`src/rtl/cassette_recorder.sv`:
```
// FSK cassette capture: demodulates the 6-bit DAC waveform into bytes and
// streams them through a small FIFO into sequential SDRAM writes.
module cassette_recorder #(
  parameter int MID        = 32,
  parameter int HYST       = 2,
  parameter int THRESH     = 560,
  parameter int MIN_PERIOD = 150,
  parameter int GAP        = 2047,
  parameter int FIFO_DEPTH = 4
) (
  input  logic        clk,
  input  logic        reset,
  input  logic        Q,
  input  logic        en,
  input  logic        rewind,
  input  logic [5:0]  dac,
  output logic [24:0] sdram_addr,
  output logic [7:0]  sdram_data,
  output logic        sdram_wr,
  input  logic        sdram_ack,
  output logic [24:0] length,
  output logic        overflow,
  output logic        recording
);
  localparam int AW = (FIFO_DEPTH > 1) ? $clog2(FIFO_DEPTH) : 1;
  localparam int CW = $clog2(FIFO_DEPTH + 1);
  localparam logic [6:0]  HI_TH = 7'(MID + HYST);
  localparam logic [6:0]  LO_TH = 7'(MID - HYST);
  localparam logic [10:0] GAP_C = 11'(GAP);
  localparam logic [10:0] THR_C = 11'(THRESH);
  localparam logic [10:0] MIN_C = 11'(MIN_PERIOD);

  typedef enum logic [1:0] {IDLE, SYNC, RUN} state_t;

  state_t      state;
  logic        q_d1, q_d2, tick;
  logic        hi, hi_nxt, rise, seen;
  logic [10:0] cnt;
  logic [2:0]  bcnt;
  logic [7:0]  sr, sr_nxt;
  logic        push_vld;
  logic [7:0]  push_byte;

  logic [7:0]    mem [FIFO_DEPTH];
  logic [AW-1:0] wp, rp;
  logic [CW-1:0] occ;
  logic          pop, push_ok;

  function automatic logic [AW-1:0] inc(input logic [AW-1:0] p);
    return (p == AW'(FIFO_DEPTH - 1)) ? '0 : p + AW'(1);
  endfunction

  assign tick   = q_d1 & ~q_d2;
  assign hi_nxt = ({1'b0, dac} >= HI_TH) ? 1'b1 :
                  ({1'b0, dac} <= LO_TH) ? 1'b0 : hi;
  assign rise   = tick & ~hi & hi_nxt;
  // Bits arrive LSB first, so each new bit enters at the top and shifts down.
  assign sr_nxt = {(cnt < THR_C), sr[7:1]};
  assign recording = seen;

  always_ff @(posedge clk or negedge reset) begin
    if (!reset) begin
      q_d1 <= 1'b0; q_d2 <= 1'b0; hi <= 1'b0; seen <= 1'b0;
      state <= IDLE; cnt <= '0; bcnt <= '0; sr <= '0;
      push_vld <= 1'b0; push_byte <= '0;
    end else begin
      q_d1 <= Q;
      q_d2 <= q_d1;
      push_vld <= 1'b0;
      if (tick) hi <= hi_nxt;
      if (!en) seen <= 1'b0;
      else if (rise && state != IDLE) seen <= 1'b1;
      if (rewind) begin
        state <= en ? SYNC : IDLE;
        cnt <= '0; bcnt <= '0; sr <= '0;
      end else if (!en) begin
        state <= IDLE;
        cnt <= '0; bcnt <= '0; sr <= '0;
      end else begin
        case (state)
          IDLE: state <= SYNC;
          SYNC: if (tick) begin
            if (rise) begin
              cnt   <= '0;
              state <= RUN;
            end else if (cnt != GAP_C) cnt <= cnt + 11'd1;
          end
          RUN: if (cnt == GAP_C) begin
            state <= SYNC;
            bcnt  <= '0;
            sr    <= '0;
          end else if (tick) begin
            if (rise && cnt >= MIN_C) begin
              cnt <= '0;
              sr  <= sr_nxt;
              if (bcnt == 3'd7) begin
                bcnt      <= '0;
                push_vld  <= 1'b1;
                push_byte <= sr_nxt;
              end else bcnt <= bcnt + 3'd1;
            end else cnt <= cnt + 11'd1;
          end
          default: state <= IDLE;
        endcase
      end
    end
  end

  assign pop     = sdram_wr & sdram_ack;
  assign push_ok = push_vld & ((occ != CW'(FIFO_DEPTH)) | pop);

  always_ff @(posedge clk)
    if (push_ok && !rewind) mem[wp] <= push_byte;

  // sdram_addr doubles as the tape write pointer; it only moves on ack, which
  // also drops sdram_wr, so address and data stay put for a pending request.
  always_ff @(posedge clk or negedge reset) begin
    if (!reset) begin
      wp <= '0; rp <= '0; occ <= '0;
      sdram_wr <= 1'b0; sdram_addr <= '0; sdram_data <= '0;
      length <= '0; overflow <= 1'b0;
    end else if (rewind) begin
      wp <= '0; rp <= '0; occ <= '0;
      sdram_wr <= 1'b0; sdram_addr <= '0;
      length <= '0; overflow <= 1'b0;
    end else begin
      if (push_ok) wp <= inc(wp);
      else if (push_vld) overflow <= 1'b1;
      if (pop) begin
        rp         <= inc(rp);
        sdram_addr <= sdram_addr + 25'd1;
        length     <= length + 25'd1;
        sdram_wr   <= 1'b0;
      end else if (!sdram_wr && occ != '0) begin
        sdram_wr   <= 1'b1;
        sdram_data <= mem[rp];
      end
      occ <= occ + CW'(push_ok) - CW'(pop);
    end
  end
endmodule

```
`config.mk`:
```
export PLATFORM = sky130hd
export DESIGN_NAME = cassette_recorder
export DESIGN_NICKNAME = d
export VERILOG_FILES = /design/src/rtl/cassette_recorder.sv
export SDC_FILE = /design/constraint.sdc
export NUM_CORES = 1
export LEC_CHECK = 0
export BUFFER_PORTS_ARGS = -buffer_cell sky130_fd_sc_hd__buf_2
export CAP_MARGIN = 20
export CORE_ASPECT_RATIO = 0.8
export CORE_MARGIN = 1.5
export CORE_UTILIZATION = 40
export CTS_CLUSTER_DIAMETER = 80
export DETAILED_ROUTE_END_ITERATION = 6
export PLACE_DENSITY = 0.67
export SLEW_MARGIN = 20
export SYNTH_ARGS = -nofsm -noshare
export SYNTH_HDL_FRONTEND = slang
export SYNTH_SLANG_ARGS = --single-unit
export TNS_END_PERCENT = 1
```
`constraint.sdc`:
```
create_clock -name clk -period 2.3 [get_ports clk]
set_input_delay 0.115 -clock clk [delete_from_list [all_inputs] [get_ports clk]]
set_output_delay 0.115 -clock clk [all_outputs]
set_load 0.01 [all_outputs]
```
==> summary.txt <==
======================================================================================
Static leakage power                                                          3.486 nW
Effective utilization at floorplan                                              41.10%
Highest ir drop seen on vdd                                                  0.6457 mV
Remaining Overflow, GRT                                                              0
FF-to-FF setup slack                                                           0.17 ns
Core Box Area                                                              15,060 um^2
Slew Limit Fails                                                                     0
Overall die width                                                             142.1 um
Area of the mapped netlist                                                   6191 um^2
Rows                                                                                40
Routed length per instance                                                    14.42 um
Total instance count after detailed placement                                      813
Max capacitance violation total                                                      0
Top flip-flop cell by instance count after synthesis                      sky130_fd_sc_hd__dfrtp_1
Maximum buffer depth of the clock tree                                               2
Root Buffer Master                                                        sky130_fd_sc_hd__clkbuf_16
Initial DRT Pass Iterations                                                          7
Sequential share of the synthesized area                                        57.15%
Die outline height                                                            114.3 um
Number of antenna cells inserted                                                     0
Transition time of the tightest slew-check pin                               0.5413 ns
Total routing resource utilization after global routing                         16.55%
Number of enable flip-flop cells after synthesis                                    32
Relative slew slack                                                             63.91%
Worst Setup Path Type                                                     flip-flop to flip-flop
Number of distinct standard cells referenced by the synthesized netlist             54
Routability congestion estimate                                                 0.8291
Filler cell count in the final layout                                            1,321
Area enclosed by the die boundary                                          16,240 um^2
Net total in the final layout                                                      656
Antenna violations before repair                                                     0
Placed wire-length estimate after detailed placement                           8499 um
Via total after detailed routing                                                 4,316
Total CTS buffers                                                                   17
Setup-failing EPs final                                                              0
Unrepaired setup endpoints after global routing                                     no
Outcome                                                                      completed
Register bit count reported by yosys                                               135
Setup crit end kind                                                          flip-flop
Final setup TNS                                                                   0 ns
Synth async-reset ratio                                                         76.30%
Routed Wire Length                                                           12,260 um
Area taken by multi-input logic gates                                        2532 um^2
Fmax achieved                                                                469.7 MHz
Worst Setup Start Kind                                                       flip-flop
Number of input and output port buffers inserted                                    72
Wire length of the first global-routing pass                                 21,200 um
Register clock-pin slew on the reported worst setup and hold paths             0.06 ns
Number of hold-slack violations in the final timing report                           0
Post-route minimum period                                                     2.129 ns
Final std cells w/o fill                                                           850
Remaining antenna violation count after routing                                      0
Source-to-sink clock delay at the later pin of the worst-skew pair             0.42 ns
Clock tree from TritonCTS                                                        built
# H-tree levels                                                                      4
Post-Synthesis Net Count                                                           563
Post-route DRC                                                                       0
Final critical-path share of the clock period                                   92.57%
Largest net degree at the start of global routing                                   66
Number of instances in the synthesized netlist                                     534
Syn Area/Cell                                                               11.59 um^2
Number of clock sinks seen by CTS                                                  135
Data required, critical path                                                   2.65 ns
Ratio of cells with drive above 1 in the final layout                           24.22%
Ys Warns                                                                             0
Power Dens Cells                                                          763.6 nW/um^2
Area taken by flip-flops and latches                                         3538 um^2
Final Skew                                                                 0.007685 ns
Vias in the first global route                                                   4,379
Tightest Hold Check Type                                                  primary input to flip-flop
Initial detailed-routing violation count                                           273
Via count normalized by instance count                                           5.078
# IOs                                                                               73
Syn-to-layout area delta                                                        21.73%
Maximum fanout along the worst path                                                  7
Arr. time, crit path                                                           2.48 ns
======================================================================================
## power breakdown
| part | internal [W] | switching [W] |
|---|---|---|
| logic | 0.000178 | 0.000245 |
| clock network | 0.00176 | 0.00101 |
| registers | 0.00249 | 0.0000671 |
| total | 0.00443 | 0.00133 |
## critical path: stages (launching register included)
cell and delay [ns]:
sky130_fd_sc_hd__dfrtp_1 0.38, sky130_fd_sc_hd__ha_1 0.23, sky130_fd_sc_hd__nand3_2 0.16, sky130_fd_sc_hd__nor2_4 0.17, sky130_fd_sc_hd__nand4_1 0.24, sky130_fd_sc_hd__buf_4 0.23
sky130_fd_sc_hd__o31a_1 0.36, sky130_fd_sc_hd__o21ai_0 0.12, sky130_fd_sc_hd__a22o_1 0.17
## metrics by stage
stage / total power [W] / cell area (um^2) / setup slack [ns] / hold WS, ns / utilization [%]
floorplan: 0.002865 / 6191 / 0.2971 / -0.1806 / -
global placement: 0.003006 / 6867 / 0.2017 / -0.06903 / 45.58
detailed placement: 0.003022 / 6867 / 0.1351 / -0.07034 / 45.58
CTS: 0.005814 / 7525 / 0.1178 / 0.03174 / 49.95
global route: 0.005989 / 7536 / 0.004034 / 0.05615 / 50.02
finish: 0.005755 / 7536 / 0.1708 / 0.03483 / 50.02
## Yosys cell counts, types with 2 or more instances
cell | count | area (um^2)
sky130_fd_sc_hd__dfrtp_1 | 103 | 2577
sky130_fd_sc_hd__nor2_1 | 61 | 229.0
sky130_fd_sc_hd__nand2_1 | 39 | 146.4
sky130_fd_sc_hd__edfxtp_1 | 32 | 960.9
sky130_fd_sc_hd__xor2_1 | 29 | 254.0
sky130_fd_sc_hd__a21oi_1 | 27 | 135.1
sky130_fd_sc_hd__nand3_1 | 26 | 130.1
sky130_fd_sc_hd__nand4_1 | 17 | 106.4
sky130_fd_sc_hd__ha_1 | 16 | 200.2
sky130_fd_sc_hd__inv_1 | 16 | 60.06
sky130_fd_sc_hd__mux2_2 | 16 | 180.2
sky130_fd_sc_hd__o21ai_0 | 15 | 75.07
sky130_fd_sc_hd__xnor2_1 | 15 | 131.4
sky130_fd_sc_hd__and3_1 | 12 | 75.07
sky130_fd_sc_hd__clkbuf_1 | 10 | 37.54
sky130_fd_sc_hd__nor3_1 | 10 | 50.05
sky130_fd_sc_hd__and2_1 | 9 | 56.30
sky130_fd_sc_hd__or3_1 | 9 | 56.30
sky130_fd_sc_hd__mux4_2 | 8 | 180.2
sky130_fd_sc_hd__nor2b_1 | 8 | 50.05
sky130_fd_sc_hd__a22o_1 | 7 | 61.31
sky130_fd_sc_hd__and4_1 | 6 | 52.55
sky130_fd_sc_hd__buf_1 | 4 | 15.01
sky130_fd_sc_hd__mux2i_1 | 3 | 30.03
sky130_fd_sc_hd__a211o_1 | 2 | 17.52
sky130_fd_sc_hd__a41oi_1 | 2 | 17.52
sky130_fd_sc_hd__buf_2 | 2 | 10.01
sky130_fd_sc_hd__nand4_2 | 2 | 25.02
sky130_fd_sc_hd__nor2_4 | 2 | 22.52
sky130_fd_sc_hd__nor4_1 | 2 | 12.51
## routing by layer
| layer | up-vias | GRT usage (%) | wire length (um) |
|---|---|---|---|
| met3 | 17 | 4.099 | 524 |
| met5 | - | 0 | 0 |
| met1 | 2118 | 22.13 | 5920 |
| li1 | 2092 | - | - |
| met2 | 89 | 26.15 | 5644 |
| met4 | 0 | 6.392 | 167 |
## kinds of logic (layout without fill, tap and decap cells)
family	Yosys count	in the layout	synth area share [%]
flops	135	135	57.15
fa+ha+maj	17	17	3.557
mux	28	28	6.487
xor+xnor	44	44	6.225
simple gates	210	210	17.60
buf+inv	34	140	2.122
compound gates	66	66	6.852
## path summary, 6_finish.rpt
check	start	to	cells past startpoint
min in group asynchronous	reset	sdram_data[0]$_DFFE_PN0P_	2
worst max-delay path	cnt[1]$_DFFE_PN0P_	cnt[9]$_DFFE_PN0P_	8
max in group asynchronous	reset	bcnt[0]$_DFFE_PN0P_	3
worst max register to register	cnt[1]$_DFFE_PN0P_	cnt[9]$_DFFE_PN0P_	8
worst min register to register	q_d1$_DFF_PN0_	q_d2$_DFF_PN0_	0
worst min-delay path	rewind	length[7]$_DFFE_PN0N_	2
## layout make-up
class | count | area share, %
multi-input cells | 365 | 33.60
flip-flops and latches | 135 | 46.95
clock inverters | 12 | 2.009
inverters | 17 | 0.8468
clock buffers | 20 | 6.060
repair buffers | 91 | 7.040
well taps | 210 | 3.487
## layout by cell type, fill, tap and decap left out, types with 9 or more instances in the layout
cell type,synthesis,final
sky130_fd_sc_hd__a21oi_1,27,27
sky130_fd_sc_hd__and2_1,9,9
sky130_fd_sc_hd__and3_1,12,12
sky130_fd_sc_hd__buf_2,2,71
sky130_fd_sc_hd__buf_4,0,14
sky130_fd_sc_hd__clkbuf_16,0,17
sky130_fd_sc_hd__dfrtp_1,103,103
sky130_fd_sc_hd__edfxtp_1,32,32
sky130_fd_sc_hd__ha_1,16,16
sky130_fd_sc_hd__inv_1,16,16
sky130_fd_sc_hd__mux2_2,16,16
sky130_fd_sc_hd__nand2_1,39,38
sky130_fd_sc_hd__nand3_1,26,26
sky130_fd_sc_hd__nand4_1,17,17
sky130_fd_sc_hd__nor2_1,61,61
sky130_fd_sc_hd__nor3_1,10,10
sky130_fd_sc_hd__o21ai_0,15,15
sky130_fd_sc_hd__xnor2_1,15,15
sky130_fd_sc_hd__xor2_1,29,29
## flip-flops by register name, summed over array words and instances, names as in the netlist, 2 cells and up
signal / flops
length: 25
occ: 3
sdram_addr: 25
state: 2
wp: 2
bcnt: 3
cnt: 11
mem: 32
rp: 2
push_byte: 8
sdram_data: 8
sr: 7
## what timing repair did
action,in CTS,in global routing
hold buffers,5,0
gates resized for setup,0,3
endpoints found under the hold margin,106,0
setup endpoints to repair,0,12
setup buffers,0,0
Note: power is estimated with default switching activity, not from simulation.
